<file path="config.mk">
export PLATFORM = sky130hd
export DESIGN_NAME = pixel_write_queue_flat
export DESIGN_NICKNAME = d
export VERILOG_FILES = /design/src/rtl/pixel_write_queue_if.sv /design/src/rtl/pixel_write_queue.sv /design/src/flat_wrapper.sv
export SDC_FILE = /design/constraint.sdc
export NUM_CORES = 1
export LEC_CHECK = 0
export CORE_MARGIN = 2
export CORE_UTILIZATION = 58
export DETAILED_ROUTE_END_ITERATION = 8
export PLACE_DENSITY_LB_ADDON = 0.15
export SKIP_LAST_GASP = 1
export SYNTH_ARGS = -nofsm -noshare
export SYNTH_HDL_FRONTEND = slang
export SYNTH_SLANG_ARGS = --single-unit
</file>
<file path="constraint.sdc">
create_clock -name iClock -period 3.95 [get_ports iClock]
set_clock_uncertainty 0.05 [all_clocks]
set_input_delay 1.185 -clock iClock [delete_from_list [all_inputs] [get_ports iClock]]
set_output_delay 1.185 -clock iClock [all_outputs]
set_load 0.03 [all_outputs]
</file>
<file path="src/rtl/pixel_write_queue_if.sv">
// Pixel-side and framebuffer-side signals of the pixel write queue.
// The slave modport is the queue; the master modport is its environment.
interface pixel_write_queue_if;
  logic [7:0]  iX;
  logic [6:0]  iY;
  logic [2:0]  iColour;
  logic        iPlot;
  logic        iClear;
  logic        oReady;
  logic [14:0] oAddr;
  logic [2:0]  oColour;
  logic        oWrEn;
  logic        iMemReady;
  logic [7:0]  oDropCount;
  logic        oBusy;

  modport slave (
    input  iX, iY, iColour, iPlot, iClear, iMemReady,
    output oReady, oAddr, oColour, oWrEn, oDropCount, oBusy
  );

  modport master (
    output iX, iY, iColour, iPlot, iClear, iMemReady,
    input  oReady, oAddr, oColour, oWrEn, oDropCount, oBusy
  );
endinterface

</file>
<file path="src/rtl/pixel_write_queue.sv">
// Buffers pixel writes from a drawing engine into a FIFO and replays them
// to a framebuffer through one output register, dropping off-screen pixels.
module pixel_write_queue #(
  parameter int DEPTH           = 8,
  parameter int X_SCREEN_PIXELS = 160,
  parameter int Y_SCREEN_PIXELS = 120
) (
  input  logic                 iClock,
  input  logic                 iResetn,
  pixel_write_queue_if.slave   bus
);

  localparam int PW = $clog2(DEPTH);
  localparam int CW = PW + 1;

  logic [PW-1:0] wr_ptr_q, wr_ptr_d;
  logic [PW-1:0] rd_ptr_q, rd_ptr_d;
  logic [CW-1:0] count_q, count_d;
  logic          wr_en_q, wr_en_d;
  logic [14:0]   addr_q, addr_d;
  logic [2:0]    colour_q, colour_d;
  logic [7:0]    drop_q, drop_d;

  logic [14:0]   mem_addr_q [DEPTH];
  logic [2:0]    mem_col_q  [DEPTH];

  logic full, empty, in_range, accept;
  logic push, drop, complete, load;
  logic [14:0] pix_addr;

  assign full  = (count_q == CW'(DEPTH));
  assign empty = (count_q == '0);

  assign in_range = (32'(bus.iX) < 32'(X_SCREEN_PIXELS))
                 && (32'(bus.iY) < 32'(Y_SCREEN_PIXELS));
  assign pix_addr = 15'(bus.iY) * 15'(X_SCREEN_PIXELS)
                  + 15'(bus.iX);

  assign accept   = bus.iPlot && !full && !bus.iClear;
  assign push     = accept && in_range;
  assign drop     = accept && !in_range;
  assign complete = wr_en_q && bus.iMemReady;
  // Refill the output register whenever it is free or being freed.
  assign load     = !empty && (!wr_en_q || complete);

  always_comb begin
    wr_ptr_d = wr_ptr_q;
    rd_ptr_d = rd_ptr_q;
    count_d  = count_q;
    wr_en_d  = wr_en_q;
    addr_d   = addr_q;
    colour_d = colour_q;
    drop_d   = drop_q;
    if (push) wr_ptr_d = wr_ptr_q + 1'b1;
    if (load) rd_ptr_d = rd_ptr_q + 1'b1;
    unique case ({push, load})
      2'b10:   count_d = count_q + 1'b1;
      2'b01:   count_d = count_q - 1'b1;
      default: count_d = count_q;
    endcase
    if (load) begin
      wr_en_d  = 1'b1;
      addr_d   = mem_addr_q[rd_ptr_q];
      colour_d = mem_col_q[rd_ptr_q];
    end else if (complete) begin
      wr_en_d = 1'b0;
    end
    if (drop && drop_q != 8'hFF) drop_d = drop_q + 1'b1;
    if (bus.iClear) begin
      wr_ptr_d = '0;
      rd_ptr_d = '0;
      count_d  = '0;
      wr_en_d  = 1'b0;
    end
  end

  always_ff @(posedge iClock or negedge iResetn) begin
    if (!iResetn) begin
      wr_ptr_q <= '0;
      rd_ptr_q <= '0;
      count_q  <= '0;
      wr_en_q  <= 1'b0;
      addr_q   <= '0;
      colour_q <= '0;
      drop_q   <= '0;
    end else begin
      wr_ptr_q <= wr_ptr_d;
      rd_ptr_q <= rd_ptr_d;
      count_q  <= count_d;
      wr_en_q  <= wr_en_d;
      addr_q   <= addr_d;
      colour_q <= colour_d;
      drop_q   <= drop_d;
    end
  end

  // Storage needs no reset: occupancy alone decides what is valid.
  always_ff @(posedge iClock) begin
    if (push) begin
      mem_addr_q[wr_ptr_q] <= pix_addr;
      mem_col_q[wr_ptr_q]  <= bus.iColour;
    end
  end

  assign bus.oReady     = !full;
  assign bus.oBusy      = !empty || wr_en_q;
  assign bus.oWrEn      = wr_en_q;
  assign bus.oAddr      = addr_q;
  assign bus.oColour    = colour_q;
  assign bus.oDropCount = drop_q;

endmodule

</file>
<file path="src/flat_wrapper.sv">
// flat-port wrapper written by rule: the top's interface ports become plain ports
module pixel_write_queue_flat 
#(
  parameter int DEPTH           = 8,
  parameter int X_SCREEN_PIXELS = 160,
  parameter int Y_SCREEN_PIXELS = 120
)
  (iClock, iResetn, bus_iX, bus_iY, bus_iColour, bus_iPlot, bus_iClear, bus_iMemReady, bus_oReady, bus_oAddr, bus_oColour, bus_oWrEn, bus_oDropCount, bus_oBusy);
  pixel_write_queue_if bus_i ();
  input  logic iClock;
  input  logic iResetn;
  input wire logic [$bits(bus_i.iX)-1:0] bus_iX;
  input wire logic [$bits(bus_i.iY)-1:0] bus_iY;
  input wire logic [$bits(bus_i.iColour)-1:0] bus_iColour;
  input wire logic [$bits(bus_i.iPlot)-1:0] bus_iPlot;
  input wire logic [$bits(bus_i.iClear)-1:0] bus_iClear;
  input wire logic [$bits(bus_i.iMemReady)-1:0] bus_iMemReady;
  output wire logic [$bits(bus_i.oReady)-1:0] bus_oReady;
  output wire logic [$bits(bus_i.oAddr)-1:0] bus_oAddr;
  output wire logic [$bits(bus_i.oColour)-1:0] bus_oColour;
  output wire logic [$bits(bus_i.oWrEn)-1:0] bus_oWrEn;
  output wire logic [$bits(bus_i.oDropCount)-1:0] bus_oDropCount;
  output wire logic [$bits(bus_i.oBusy)-1:0] bus_oBusy;
  assign bus_i.iX = bus_iX;
  assign bus_i.iY = bus_iY;
  assign bus_i.iColour = bus_iColour;
  assign bus_i.iPlot = bus_iPlot;
  assign bus_i.iClear = bus_iClear;
  assign bus_i.iMemReady = bus_iMemReady;
  assign bus_oReady = bus_i.oReady;
  assign bus_oAddr = bus_i.oAddr;
  assign bus_oColour = bus_i.oColour;
  assign bus_oWrEn = bus_i.oWrEn;
  assign bus_oDropCount = bus_i.oDropCount;
  assign bus_oBusy = bus_i.oBusy;
  pixel_write_queue #(.DEPTH(DEPTH), .X_SCREEN_PIXELS(X_SCREEN_PIXELS), .Y_SCREEN_PIXELS(Y_SCREEN_PIXELS)) u_core (.iClock(iClock), .iResetn(iResetn), .bus(bus_i));
endmodule
</file>
* After elaboration in Yosys (flattened, before gate mapping)
Memory sizes are Yosys's and may differ from the RTL's. A register that Yosys moved wholly into a read port is not among the register bits.
Index checks and enable logic that the tools add are counted.
** Word-level totals
- Bits in registers :: 19
- Bits in writable memories :: 144
- Output and inout port bits :: 29
- Logic and storage cells :: 53
- Memories :: 2
** Cells by class
- $add $sub $neg :: 6
- Multiply operators :: 1
- Magnitude comparators :: 2
- Equal/unequal tests :: 4
- Muxes and demuxes :: 11
- Reductions and logical operators :: 22
** Memories
- u_core.mem_addr_q :: words 8, width 15, read ports 1, clocked after memory_dff 1, write ports 1, RTL line pixel_write_queue.sv:24 : logic [14:0] mem_addr_q [DEPTH];
- u_core.mem_col_q :: words 8, width 3, read ports 1, clocked after memory_dff 1, write ports 1, RTL line pixel_write_queue.sv:25 : logic [2:0] mem_col_q [DEPTH];
** Operator list (count)
- 15-bit by 8-bit adder with 15-bit output :: 1
- 3-bit 2-to-1 mux :: 4
- 7-bit by 3-bit multiplier with 10-bit output (second input constant) :: 1
- 8-bit by 1-bit adder with 8-bit output (second input constant) :: 1
- 1-bit logical AND :: 8
- 8-bit < comparator (second input constant) :: 1
- 8-bit inequality test (second input constant) :: 1
- 4-bit one-hot mux with 2 select lines :: 1
- 1-bit zero test :: 7
- 7-bit < comparator (second input constant) :: 1
- 3-bit by 1-bit adder with 3-bit output (second input constant) :: 2
- 3-bit nonzero test :: 2
- 1-bit 2-to-1 mux :: 5
- 4-bit by 1-bit adder with 4-bit output (second input constant) :: 1
- 4-bit == test (second input constant) :: 1
- 4-bit zero test :: 1
- 4-bit 2-to-1 mux :: 1
- 2-bit nonzero test :: 2
- 4-bit by 1-bit subtractor with 4-bit output (second input constant) :: 1
- 2-bit by 1-bit == test with 1-bit output (second input constant) :: 1
- 2-bit == test (second input constant) :: 1
- 1-bit logical OR :: 2

* Logic depth before layout (Yosys ltp)
- Depth after elaboration :: 8
- Gate-level depth with buffers :: 10
- Mapped depth without buffers :: 10

* Worst setup path after synthesis
No wires, ideal clock.
- Path type :: input port to flip-flop
- Start :: in bus_iX[6]
- End :: mem u_core.mem_addr_q[4][0], enable pin
- Setup time :: 420 ps
- Arrival :: 3297 ps
- Required time :: 3480 ps
- Setup slack :: 183 ps
- Stages on the path :: 4
- Path through :: o21ai_0 nand2_1 or3_1 nor3b_1
** Between the ends
- Longest elaborated chain between the ends :: 5
** Ends and longest elaborated chain
- from (decl) :: RTL line flat_wrapper.sv:12 : input wire logic [$bits(bus_i.iX)-1:0] bus_iX;
- 8-bit < comparator :: RTL line pixel_write_queue.sv:34 : assign in_range = (32'(bus.iX) < 32'(X_SCREEN_PIXELS))
- 1-bit logical AND :: RTL line pixel_write_queue.sv:35 : && (32'(bus.iY) < 32'(Y_SCREEN_PIXELS));
- 1-bit logical AND :: RTL line pixel_write_queue.sv:40 : assign push = accept && in_range;
- 1-bit 2-to-1 mux :: RTL line pixel_write_queue.sv:99 : if (push) begin
- 1-bit 2-to-1 mux (not written as such) :: RTL line pixel_write_queue.sv:100 : mem_addr_q[wr_ptr_q] <= pix_addr;
- to (decl) :: RTL line pixel_write_queue.sv:24
Every way passes these cells.

* Worst setup path in the final report
- Start :: in bus_iY[1]
- End :: mem u_core.mem_addr_q[6][13], data pin
** Between the ends
- Longest elaborated chain between the ends :: 2
** Ends and longest elaborated chain
- from (decl) :: RTL line flat_wrapper.sv:13 : input wire logic [$bits(bus_i.iY)-1:0] bus_iY;
- 7-bit by 3-bit multiplier with 10-bit output :: RTL line pixel_write_queue.sv:36 : assign pix_addr = 15'(bus.iY) * 15'(X_SCREEN_PIXELS)
- 15-bit by 8-bit adder with 15-bit output :: RTL line pixel_write_queue.sv:37 : + 15'(bus.iX);
- net u_core.pix_addr[13] :: RTL line pixel_write_queue.sv:29 : logic [14:0] pix_addr;
The timed path passes the listed nets, and every way through them passes these cells.

==> flow_metrics.tcl <==
set metrics [dict create \
    status "finished, final reports clean" \
    grt_max_degree 41 \
    gr-total-overflow 0 \
    viasPerCell 5.75 \
    p_seq_share_pct 41.4 \
    power.share.clock_pct 28.3 \
    initial_core_util_pct 59.6 \
    drv_slew 0 \
    drive_gt1_share_pct 20.9 \
    yosys_warnings 0 \
    clock_latency_ns 0.42 \
    die-area_mm2 0.0139 \
    ctsResizeCount 0 \
    maxCapViolations 0 \
    post-route-min-period_ns 3.59 \
    cts.clk_slew.worst_paths_ns 0.06 \
    p_comb_share_pct 30.3 \
    crit_family "adder cells" \
    cts_num_sinks 181 \
    synthArstFlopShare_pct 20.4 \
    fin_cells 698 \
    cts_tree "done" \
    ir_drop_mv 0.353 \
    dr.pass1.iters 5 \
    row_count 41 \
    routed_wirelength_um 14400 \
    grt_pass1_vias 4164 \
    clockBufferDepth 2 \
    synthFlopType "edfxtp_1" \
    chipWidth_um 118 \
    cts_hold_buf 0 \
    finalCritPeriodShare_pct 91.0 \
    p_switching_mw 1.82 \
    htreeDepth 4 \
    cts-root-buf "clkbuf_16" \
    setup_viol 0 \
    final_common_cell "edfxtp_1" \
    startpoint_type "primary input" \
    syn-cell-area_mm2 0.00752 \
    worstPathArrival_ns 3.67 \
    power.density_mw_per_mm2 653 \
    synth.distinct_cells 43 \
    slowest_delay_ns 0.43 \
    min_path_type "flop to flop" \
    routedWlPerCell_um 20.7 \
    place_inst 666 \
    finalPower_mw 5.92 \
    io_buffers 51 \
    synth_edf_count 144 \
    antenna_found_initial 0 \
    final_cell_mix "edfxtp_1 (144), clkdlybuf4s50_1 (50), mux4_2 (36), dfrtp_1 (36), buf_4 (32)" \
    fin_nets 557 \
    cp-end-kind "flop" \
    cp_common_cell "ha_1" \
    hpwl_um 8880 \
    yosys_register_bits 181 \
    tightestPinTransition_ns 0.987 \
    crit_path_cell_trace "clkdlybuf4s50_1 > ha_1 > ha_1 > fa_1 > a211oi_1 > o21bai_1 > o21a_1 > buf_4 > nand3_1 > xor3_1" \
    grt_usage_pct 22.1 \
    required_ns 4.02 \
    final_util_pct 71.9 \
    slew_headroom_pct 34.2 \
    cts_buffers 17 \
    hold_viol 0 \
    critical_path_buf_inv_count 2 \
    synth_nets 470 \
    leakagePower_nw 3.19 \
    place_congestion 0.781 \
    core_mm2 0.0126 \
    crit_type "primary input to flop" \
    route.detailed.drc 0 \
    syn_to_final_growth_pct 20.6 \
    synth_area_per_cell_um2 17.6 \
    grt_pass1_wl_um 22800 \
    swShare_pct 30.7 \
    path_max_fanout 8 \
    max_freq_mhz 278 \
    worst_path_max_delay_cell "clkdlybuf4s50_1" \
    vias 4013 \
    post_cts_buffers 0 \
    postRouteAntennaNets 0 \
    io_pins 52 \
    die_h_um 118 \
    p_int_mw 4.11 \
    drt_iter0_markers 387 \
    ys_seq_area_share_pct 69.8 \
    syn_inst 426 \
    grt_setup_unrepaired "false" \
    antennaDiodeCount 0 \
]
## cells by family (layout without fill, tap and decap cells)
kind of cell               count (synthesis)  in the layout  share of synthesized area (%)
xor gates and xnor gates                  20             20                           2.53
muxes                                     58             58                           13.8
AOI/OAI and AO/OA                         44             44                           3.31
and+or+nand+nor                           78             78                           5.34
adders and majority gates                 21             21                           3.79
buffers and inverters                     24            124                           1.40
DFF                                      181            181                           69.8
## power groups by stage
stage / sequential, mW / clock (mW) / combinational [mW]
2_1_floorplan: 2.65 / 0 / 1.01
3_3_place_gp: 2.47 / 0 / 1.75
3_5_place_dp: 2.49 / 0 / 1.80
4_1_cts: 2.45 / 1.70 / 1.82
5_1_grt: 2.48 / 1.78 / 1.94
6_report: 2.45 / 1.68 / 1.80
## area by class of cell
type                       instances  area, um^2
clock buffer                      19         433
tap                              172         215
timing repair buffer              85         786
sequential                       181        5250
fill                             823        3550
clock inverter                    13         155
multi-input combinational        221        2200
inverter                           7        26.3
## final timing paths
kind / endpoint / depth (start not counted) / from / slack [ns]
min in group asynchronous: u_core.bus.oDropCount[4] / 1 / iResetn / 0.88
worst min-delay path: u_core.bus.oDropCount[5] / 1 / u_core.bus.oDropCount[5] / 0.46
worst max register to register: u_core.count_q[3] / 10 / u_core.count_q[1] / 0.98
worst min register to register: u_core.bus.oDropCount[5] / 1 / u_core.bus.oDropCount[5] / 0.46
worst max-delay path: u_core.mem_addr_q[6][13] / 10 / bus_iY[1] / 0.36
max in group asynchronous: u_core.rd_ptr_q[0] / 1 / iResetn / 2.30
## state kept, by name (all words and copies together) (netlist names)
register               flops
u_core.bus.oWrEn           1
u_core.count_q             4
u_core.mem_col_q          24
u_core.wr_ptr_q            3
u_core.rd_ptr_q            3
u_core.bus.oAddr          15
u_core.bus.oDropCount      8
u_core.mem_addr_q        120
u_core.bus.oColour         3
## layer usage
| layer | up-vias | share of wire, % | global-route usage (%) |
|---|---|---|---|
| met2 | 104 | 51 | 36.4 |
| met1 | 2047 | 43 | 30.2 |
| li1 | 1844 | - | - |
| met3 | 18 | 4.6 | 4.60 |
| met4 | 0 | 1.3 | 6.85 |
| met5 | - | 0 | 0 |
## cell usage after synthesis (6+ instances only)
cell type / count / area (um^2)
nor2_1: 30 / 113
buf_2: 6 / 30.0
nor3_1: 7 / 35.0
edfxtp_1: 144 / 4320
a21oi_1: 25 / 125
nand2_1: 7 / 26.3
ha_1: 18 / 225
xnor2_1: 13 / 114
o21ai_0: 8 / 40.0
inv_1: 7 / 26.3
xor2_1: 6 / 52.6
clkbuf_1: 9 / 33.8
nand3_1: 7 / 35.0
mux4_2: 36 / 811
dfrtp_1: 37 / 926
mux2i_1: 20 / 200
## per-stage QoR
stage	worst slack (ns)	area, um^2	TNS, ns	hold WS, ns
floorplan	0.183	7520	0	0.498
global placement	-0.102	8480	-0.870	0.435
detailed placement	-0.206	8480	-2.75	0.462
CTS	0.129	9070	0	0.475
global route	0.153	9070	0	0.483
finish	0.356	9070	0	0.463
Note: power is estimated with default switching activity, not from simulation.
